`src/rtl/sd_stream_pkg.sv`:
```
// Shared definitions for the SD stream sequencer: FSM state encodings,
// error codes, status bit positions and output buffer depth.
package sd_stream_pkg;

   typedef enum logic [4:0] {
      StIdle     = 5'd0,
      StInit     = 5'd1,
      StWaitInit = 5'd2,
      StRead     = 5'd3,
      StWaitRead = 5'd4,
      StNext     = 5'd5,
      StDrain    = 5'd6,
      StDone     = 5'd7,
      StError    = 5'd31
   } state_e;

   localparam logic [2:0] ErrNone    = 3'd0;
   localparam logic [2:0] ErrInit    = 3'd1;
   localparam logic [2:0] ErrTimeout = 3'd2;
   localparam logic [2:0] ErrRetry   = 3'd3;
   localparam logic [2:0] ErrData    = 3'd4;

   localparam int unsigned StatusErrBit  = 7;
   localparam int unsigned StatusDoneBit = 6;
   localparam int unsigned StatusBusyBit = 5;

   localparam int unsigned SkidDepth = 2;

endpackage

```
`src/rtl/sd_stream_skid.sv`:
```
// Two-entry valid/ready byte buffer with synchronous flush. Head entry drives
// the output; the tail entry absorbs one byte while the consumer stalls.
module sd_stream_skid
   import sd_stream_pkg::*;
(
   input  logic       clk_i,
   input  logic       rst_i,
   input  logic       flush_i,
   input  logic       in_valid_i,
   input  logic [7:0] in_data_i,
   output logic       in_ready_o,
   output logic       out_valid_o,
   output logic [7:0] out_data_o,
   input  logic       out_ready_i,
   output logic       empty_o
);

   logic [1:0] count_q, count_d;
   logic [7:0] head_q, head_d;
   logic [7:0] tail_q, tail_d;
   logic       push, pop;

   assign in_ready_o  = (count_q != 2'(SkidDepth));
   assign out_valid_o = (count_q != 2'd0);
   assign out_data_o  = head_q;
   assign empty_o     = (count_q == 2'd0);
   assign push        = in_valid_i && in_ready_o;
   assign pop         = out_valid_o && out_ready_i;

   // Next-state of the two entries for push, pop, both, or flush.
   always_comb begin
      count_d = count_q;
      head_d  = head_q;
      tail_d  = tail_q;
      if (flush_i) begin
         count_d = 2'd0;
      end else begin
         case ({push, pop})
            2'b10: begin
               if (count_q == 2'd0) head_d = in_data_i;
               else                 tail_d = in_data_i;
               count_d = count_q + 2'd1;
            end
            2'b01: begin
               head_d  = tail_q;
               count_d = count_q - 2'd1;
            end
            2'b11: begin
               if (count_q == 2'd1) begin
                  head_d = in_data_i;
               end else begin
                  head_d = tail_q;
                  tail_d = in_data_i;
               end
            end
            default: ;
         endcase
      end
   end

   // Entry storage and occupancy.
   always_ff @(posedge clk_i or posedge rst_i) begin
      if (rst_i) begin
         count_q <= 2'd0;
         head_q  <= 8'h00;
         tail_q  <= 8'h00;
      end else begin
         count_q <= count_d;
         head_q  <= head_d;
         tail_q  <= tail_d;
      end
   end

endmodule

```
`src/rtl/sd_stream_sequencer.sv`:
```
// SD multi-block read sequencer: card init, per-block read with retry,
// byte-count checking, and a skid-buffered byte output stream.
// Optional: define SD_STREAM_CHECKSUM_EN for a running 16-bit output checksum.
module sd_stream_sequencer
   import sd_stream_pkg::*;
#(
   parameter int unsigned ADDR_WIDTH   = 32,
   parameter int unsigned CNT_WIDTH    = 16,
   parameter int unsigned BLOCK_BYTES  = 512,
   parameter int unsigned ADDR_MODE    = 0,
   parameter int unsigned MAX_RETRY    = 3,
   parameter int unsigned INIT_TIMEOUT = 65535
) (
   input  logic                  clock_i,
   input  logic                  reset_i,
   input  logic                  start_i,
   input  logic [ADDR_WIDTH-1:0] start_addr_i,
   input  logic [CNT_WIDTH-1:0]  block_count_i,
   output logic                  init_start_o,
   input  logic                  init_ready_i,
   input  logic                  init_error_i,
   output logic                  rd_start_o,
   output logic [ADDR_WIDTH-1:0] rd_addr_o,
   input  logic [7:0]            rd_byte_i,
   input  logic                  rd_byte_valid_i,
   output logic                  rd_byte_ready_o,
   input  logic                  rd_done_i,
   input  logic                  rd_error_i,
   output logic [7:0]            out_data_o,
   output logic                  out_valid_o,
   input  logic                  out_ready_i,
   output logic                  busy_o,
   output logic                  done_o,
   output logic                  error_o,
   output logic [2:0]            error_code_o,
   output logic [7:0]            status_o,
   output logic [15:0]           checksum_o
);

   localparam int unsigned BcW = $clog2(BLOCK_BYTES + 2);
   localparam int unsigned RtW = (MAX_RETRY < 1) ? 1 : $clog2(MAX_RETRY + 1);
   localparam int unsigned ToW = (INIT_TIMEOUT < 2) ? 1 : $clog2(INIT_TIMEOUT + 1);
   localparam logic [BcW-1:0] BlockBytesC  = BcW'(BLOCK_BYTES);
   localparam logic [BcW-1:0] ByteSatC     = BcW'(BLOCK_BYTES + 1);
   localparam logic [RtW-1:0] MaxRetryC    = RtW'(MAX_RETRY);
   localparam logic [ToW-1:0] TimeoutLastC = ToW'(INIT_TIMEOUT - 1);
   localparam logic [ADDR_WIDTH-1:0] AddrStepC =
      (ADDR_MODE != 0) ? ADDR_WIDTH'(BLOCK_BYTES) : ADDR_WIDTH'(1);

   state_e                state_q, state_d;
   logic [ADDR_WIDTH-1:0] cur_addr_q, cur_addr_d;
   logic [ADDR_WIDTH-1:0] rd_addr_q, rd_addr_d;
   logic [CNT_WIDTH-1:0]  blk_left_q, blk_left_d;
   logic [BcW-1:0]        byte_cnt_q, byte_cnt_d;
   logic [RtW-1:0]        retry_q, retry_d;
   logic [ToW-1:0]        timeout_q, timeout_d;
   logic [2:0]            err_q, err_d;
   logic                  flush, push_ready, skid_empty, byte_accept, idle_like;

   assign idle_like       = (state_q == StIdle) || (state_q == StDone) || (state_q == StError);
   assign rd_byte_ready_o = (state_q == StWaitRead) && push_ready;
   assign byte_accept     = rd_byte_valid_i && rd_byte_ready_o;

   // Sequencer next-state and datapath updates.
   always_comb begin
      state_d    = state_q;
      cur_addr_d = cur_addr_q;
      rd_addr_d  = rd_addr_q;
      blk_left_d = blk_left_q;
      byte_cnt_d = byte_cnt_q;
      retry_d    = retry_q;
      timeout_d  = timeout_q;
      err_d      = err_q;
      flush      = 1'b0;
      unique case (state_q)
         StIdle, StDone, StError: begin
            if (start_i) begin
               cur_addr_d = start_addr_i;
               blk_left_d = block_count_i;
               err_d      = ErrNone;
               retry_d    = '0;
               byte_cnt_d = '0;
               timeout_d  = '0;
               state_d    = (block_count_i == '0) ? StDone : StInit;
            end
         end
         StInit: begin
            timeout_d = '0;
            state_d   = StWaitInit;
         end
         StWaitInit: begin
            if (init_error_i) begin
               err_d   = ErrInit;
               state_d = StError;
            end else if (init_ready_i) begin
               state_d = StRead;
            end else if (timeout_q >= TimeoutLastC) begin
               err_d   = ErrTimeout;
               state_d = StError;
            end else begin
               timeout_d = timeout_q + 1'b1;
            end
         end
         StRead: begin
            byte_cnt_d = '0;
            state_d    = StWaitRead;
         end
         StWaitRead: begin
            if (byte_accept && (byte_cnt_q != ByteSatC)) byte_cnt_d = byte_cnt_q + 1'b1;
            // The byte accepted alongside rd_done counts toward the block.
            if (rd_done_i) begin
               if (rd_error_i && (byte_cnt_d == '0)) begin
                  if (retry_q < MaxRetryC) begin
                     retry_d = retry_q + 1'b1;
                     state_d = StRead;
                  end else begin
                     err_d   = ErrRetry;
                     state_d = StError;
                  end
               end else if (rd_error_i || (byte_cnt_d != BlockBytesC)) begin
                  err_d   = ErrData;
                  state_d = StError;
               end else begin
                  state_d = StNext;
               end
            end
         end
         StNext: begin
            blk_left_d = blk_left_q - 1'b1;
            cur_addr_d = cur_addr_q + AddrStepC;
            retry_d    = '0;
            state_d    = (blk_left_q == CNT_WIDTH'(1)) ? StDrain : StRead;
         end
         StDrain: begin
            if (skid_empty) state_d = StDone;
         end
         default: state_d = StIdle;
      endcase
      if (state_d == StRead) rd_addr_d = cur_addr_d;
      if ((state_d == StError) && (state_q != StError)) flush = 1'b1;
   end

   // State and datapath registers.
   always_ff @(posedge clock_i or posedge reset_i) begin
      if (reset_i) begin
         state_q    <= StIdle;
         cur_addr_q <= '0;
         rd_addr_q  <= '0;
         blk_left_q <= '0;
         byte_cnt_q <= '0;
         retry_q    <= '0;
         timeout_q  <= '0;
         err_q      <= ErrNone;
      end else begin
         state_q    <= state_d;
         cur_addr_q <= cur_addr_d;
         rd_addr_q  <= rd_addr_d;
         blk_left_q <= blk_left_d;
         byte_cnt_q <= byte_cnt_d;
         retry_q    <= retry_d;
         timeout_q  <= timeout_d;
         err_q      <= err_d;
      end
   end

   sd_stream_skid u_skid (
      .clk_i       (clock_i),
      .rst_i       (reset_i),
      .flush_i     (flush),
      .in_valid_i  (rd_byte_valid_i && (state_q == StWaitRead)),
      .in_data_i   (rd_byte_i),
      .in_ready_o  (push_ready),
      .out_valid_o (out_valid_o),
      .out_data_o  (out_data_o),
      .out_ready_i (out_ready_i),
      .empty_o     (skid_empty)
   );

   assign init_start_o = (state_q == StInit);
   assign rd_start_o   = (state_q == StRead);
   assign rd_addr_o    = rd_addr_q;
   assign busy_o       = !idle_like;
   assign done_o       = (state_q == StDone);
   assign error_o      = (state_q == StError);
   assign error_code_o = err_q;

   // LED status word.
   always_comb begin
      status_o                = 8'h00;
      status_o[4:0]           = state_q;
      status_o[StatusBusyBit] = busy_o;
      status_o[StatusDoneBit] = done_o;
      status_o[StatusErrBit]  = error_o;
   end

`ifdef SD_STREAM_CHECKSUM_EN
   logic [15:0] csum_q, csum_d;

   // Running sum of emitted bytes; cleared on start, frozen in DONE/ERROR.
   always_comb begin
      csum_d = csum_q;
      if (idle_like && start_i) begin
         csum_d = 16'h0000;
      end else if (out_valid_o && out_ready_i && (state_q != StDone) && (state_q != StError)) begin
         csum_d = csum_q + {8'h00, out_data_o};
      end
   end

   // Checksum register.
   always_ff @(posedge clock_i or posedge reset_i) begin
      if (reset_i) csum_q <= 16'h0000;
      else         csum_q <= csum_d;
   end

   assign checksum_o = csum_q;
`else
   assign checksum_o = 16'h0000;
`endif

endmodule
```
`config.mk`:
```
export PLATFORM = sky130hd
export DESIGN_NAME = sd_stream_sequencer
export DESIGN_NICKNAME = d
export VERILOG_FILES = /design/src/rtl/sd_stream_pkg.sv /design/src/rtl/sd_stream_skid.sv /design/src/rtl/sd_stream_sequencer.sv
export SDC_FILE = /design/constraint.sdc
export NUM_CORES = 1
export LEC_CHECK = 0
export BUFFER_PORTS_ARGS = -buffer_cell sky130_fd_sc_hd__clkbuf_2
export CORE_ASPECT_RATIO = 0.9
export CORE_UTILIZATION = 35
export CTS_CLUSTER_DIAMETER = 30
export DETAILED_ROUTE_END_ITERATION = 16
export GPL_ROUTABILITY_DRIVEN = 0
export SETUP_SLACK_MARGIN = 0.5
export SLEW_MARGIN = 5
export SYNTH_ARGS = -nofsm -noshare
export SYNTH_HDL_FRONTEND = slang
export SYNTH_SLANG_ARGS = --single-unit
```
`constraint.sdc`:
```
create_clock -name clock_i -period 5.3 [get_ports clock_i]
set_input_delay 0.795 -clock clock_i [delete_from_list [all_inputs] [get_ports clock_i]]
set_output_delay 0.795 -clock clock_i [all_outputs]
set_load 0.01 [all_outputs]
```
==> impl_results.md <==
* Gate Count Post-Synth at 803
* Design area at 0.00895 mm^2
* Crit path largest cell delay at 0.74 ns
* Core area at 0.0210 mm^2
* Nets@finish at 981
* Final worst slack at 1.38 ns
* Antenna violations before repair at 1
* Layout area overhead at 17.8%
* Cell total after placement at 1172
* First-pass GRT wire length at 31900 um
* Setup crit end kind: flop
* Root Buffer Master: clkbuf_16
* Wire per inst at 16.5 um
* CP top delay family: simple AND/OR/NAND/NOR gates
* Period utilization at 74.0%
* Hold_buf cts at 0
* Top-area cell type share of the netlist area at 44.1%
* Ant diodes at 0
* Mapped cell area at 0.00760 mm^2
* RSZ-0062 raised after global routing: no
* CTS tree: done
* Count leader, synth: dfrtp_1
* Footprint of the multi-input gates at 0.00388 mm^2
* WP depth at 7
* DRC viols at 0
* Max rail drop VDD at 0.220 mV
* RR Endpoint: rd_addr_o[5]$_DFFE_PP0N_
* Crit Path Class: reg2reg
* Placed cell area at 0.00836 mm^2
* Worst hold path class: reg2reg
* Post-synth EDFFs at 0
* Total GRT Usage at 18.3%
* Worst slew pin tran at 0.994 ns
* F_max at 255 MHz
* Slew margin rel. at 33.7%
* Site Rows at 50
* Largest net degree at the start of global routing at 103
* Maximum Capacitance Violations at 0
* Synth Register Bits at 134
* Die W at 157 um
* I/O pins at 139
* Slowest cell on the critical path: nand2_1
* Buffers & Inverters on Critical Path at 0
* Post-cts resize count at 0
* Proportion of layout cells with a drive suffix above 1 at 26.5%
* YS warnings at 0
* Reg2Reg Launch Point: state_q[2]$_DFF_PP0_
* Die height at 142 um
* Crit. Startpoint: state_q[2]$_DFF_PP0_
* Area contributors post-synth: dfrtp_1 (44%), mux2_2 (7.9%), nand2_1 (4.0%)
* GR Overflow Total at 0
* Clk sinks at 134
* Minimum clock period at 3.92 ns
* Endpoint, Worst Hold: retry_q[0]$_DFFE_PP0P_
* Antenna-violating nets left at 0
* Top cells by count, synth: dfrtp_1 (134), nand2_1 (80), nor2_1 (71), o21ai_0 (58), mux2_2 (53)
* Total CTS buffers at 17
* Fillers at 2113
* Hold Crit Depth at 1
* Vias in the first global route at 5981
* Clock skew at 0.0130 ns
* # setup viols final at 0
* CTS max path bufs at 2
* Total routed wirelength at 19800 um
* Worst-path clk slew at 0.06 ns
* Setup TNS at 0 ns
* CP dominant cell by count: nand2_1
* Setup bufs post-CTS at 0
* PortBufs at 122
* Post-DP HPWL at 13600 um
* Synth Flop Type: dfrtp_1
* Skew-Pair Late Insertion Delay at 0.43 ns
* Worst path cell trace: or3_1 -> o32ai_1 -> nand2_1 -> nand2_1 -> o21ai_0 -> a221o_1 -> mux2_1
* Flop2flop setup slack at 1.38 ns
* Routed vias at 6573
* DR iter-0 viols at 433
* Slew Limit Fails at 0
* Sequential area share after synthesis at 44.1%
* Final Hold Violating Endpoints at 0
* Initial Util at 36.2%
* H-tree Lvls at 4
* Register area at 0.00335 mm^2
* Nature of the critical path startpoint: flop
* Post-place setup slack at 1.39 ns
* Worst Path Arrival at 4.23 ns
* Required @ worst endpoint at 5.61 ns
* Start point of the worst hold path: retry_q[0]$_DFFE_PP0P_
* Synth area leader: dfrtp_1
* Status: finished clean
* Cell Count, Final, Fillers Out at 1204
* Post-synth ARST share at 100%
* Worst Reg2Reg Path Length in Cells at 7
* Netlist cell types at 75
* DR pass1 iterations at 6
* Worst hold slack at 0.481 ns
* Vias per inst at 5.46
* Avg Cell Area, Syn at 9.47 um^2
* Pwr/cell area at 571 mW/mm^2
* Max FO, Critical Path at 20
* Static Leak at 0.00385 uW
* Die area at 0.0223 mm^2
## power breakdown
part	switching, uW	leakage (uW)	internal (uW)
Clock	507	0.000287	704
Sequential	399	0.00170	1420
Combinational	1180	0.00187	899
## flip-flops by register name, summed over array words and instances, names as in the netlist
signal             cells
blk_left_q            16
byte_cnt_q            10
cur_addr_q            32
error_code_o           3
rd_addr_o             32
retry_q                2
state_q                5
timeout_q             16
u_skid.count_q         2
u_skid.out_data_o      8
u_skid.tail_q          8
## worst max-delay path by stage
| stage | endpoint | slack [ns] |
|---|---|---|
| after floorplan | blk_left_q[0]$_DFFE_PP0P_ | 0.92 |
| after global placement | rd_addr_o[5]$_DFFE_PP0N_ | 1.47 |
| after detailed placement | rd_addr_o[5]$_DFFE_PP0N_ | 1.39 |
| after CTS | rd_addr_o[5]$_DFFE_PP0N_ | 1.39 |
| after global routing | rd_addr_o[5]$_DFFE_PP0N_ | 1.07 |
| final | rd_addr_o[5]$_DFFE_PP0N_ | 1.38 |
## cell families (layout without fill, tap and decap cells)
logic type	count (synthesis)	after routing	synth area share, %
buffers and inverters	87	187	5.66
and+or+nand+nor	301	301	20.5
other	1	16	0.0493
DFF	134	134	44.1
muxes	60	60	8.82
adders and majority gates	11	11	1.81
AOI/OAI and AO/OA	193	193	17.2
xor gates and xnor gates	16	16	1.84
## through the flow
step	utilization (%)	total power (uW)
floorplan	-	3310
global placement	39.8	3900
detailed placement	39.8	3930
CTS	42.6	5170
finish	42.6	5110
global route	42.6	5480
## cells in the final DEF (no fill, tap or decap), types with 5 or more instances in the layout
cell type	n
nor3_1	21
o221a_2	5
o311ai_0	14
buf_4	8
nand3b_1	5
a31oi_1	18
a21oi_1	37
a221o_1	12
o31ai_1	7
clkinv_4	5
nand2_1	80
dfrtp_1	134
clkbuf_16	17
conb_1	16
nor2_1	69
nor4_1	15
xor2_1	5
xnor2_1	11
nand3_1	35
inv_1	24
and2_1	6
inv_6	5
o21ai_0	58
mux2_2	53
and3_1	11
ha_1	11
clkbuf_2	122
nor2b_1	5
or3_1	10
nand4_1	10
## layer usage
metal,up-vias,global-route usage (%),routed length [um]
li1,3140,-,-
met5,-,0,12
met3,26,5.04,1260
met1,3195,25.4,9390
met4,2,6.39,365
met2,210,27.2,8780
## area by class of cell
type,count,share of cell area (%)
Multi-Input combinational cell,597,43.3
Sequential cell,134,37.4
Timing Repair Buffer,130,7.49
Clock buffer,17,4.75
Tap cell,286,4.00
Clock inverter,15,1.90
Inverter,25,1.10
No activity file was read; power rests on OpenSTA's default activity.
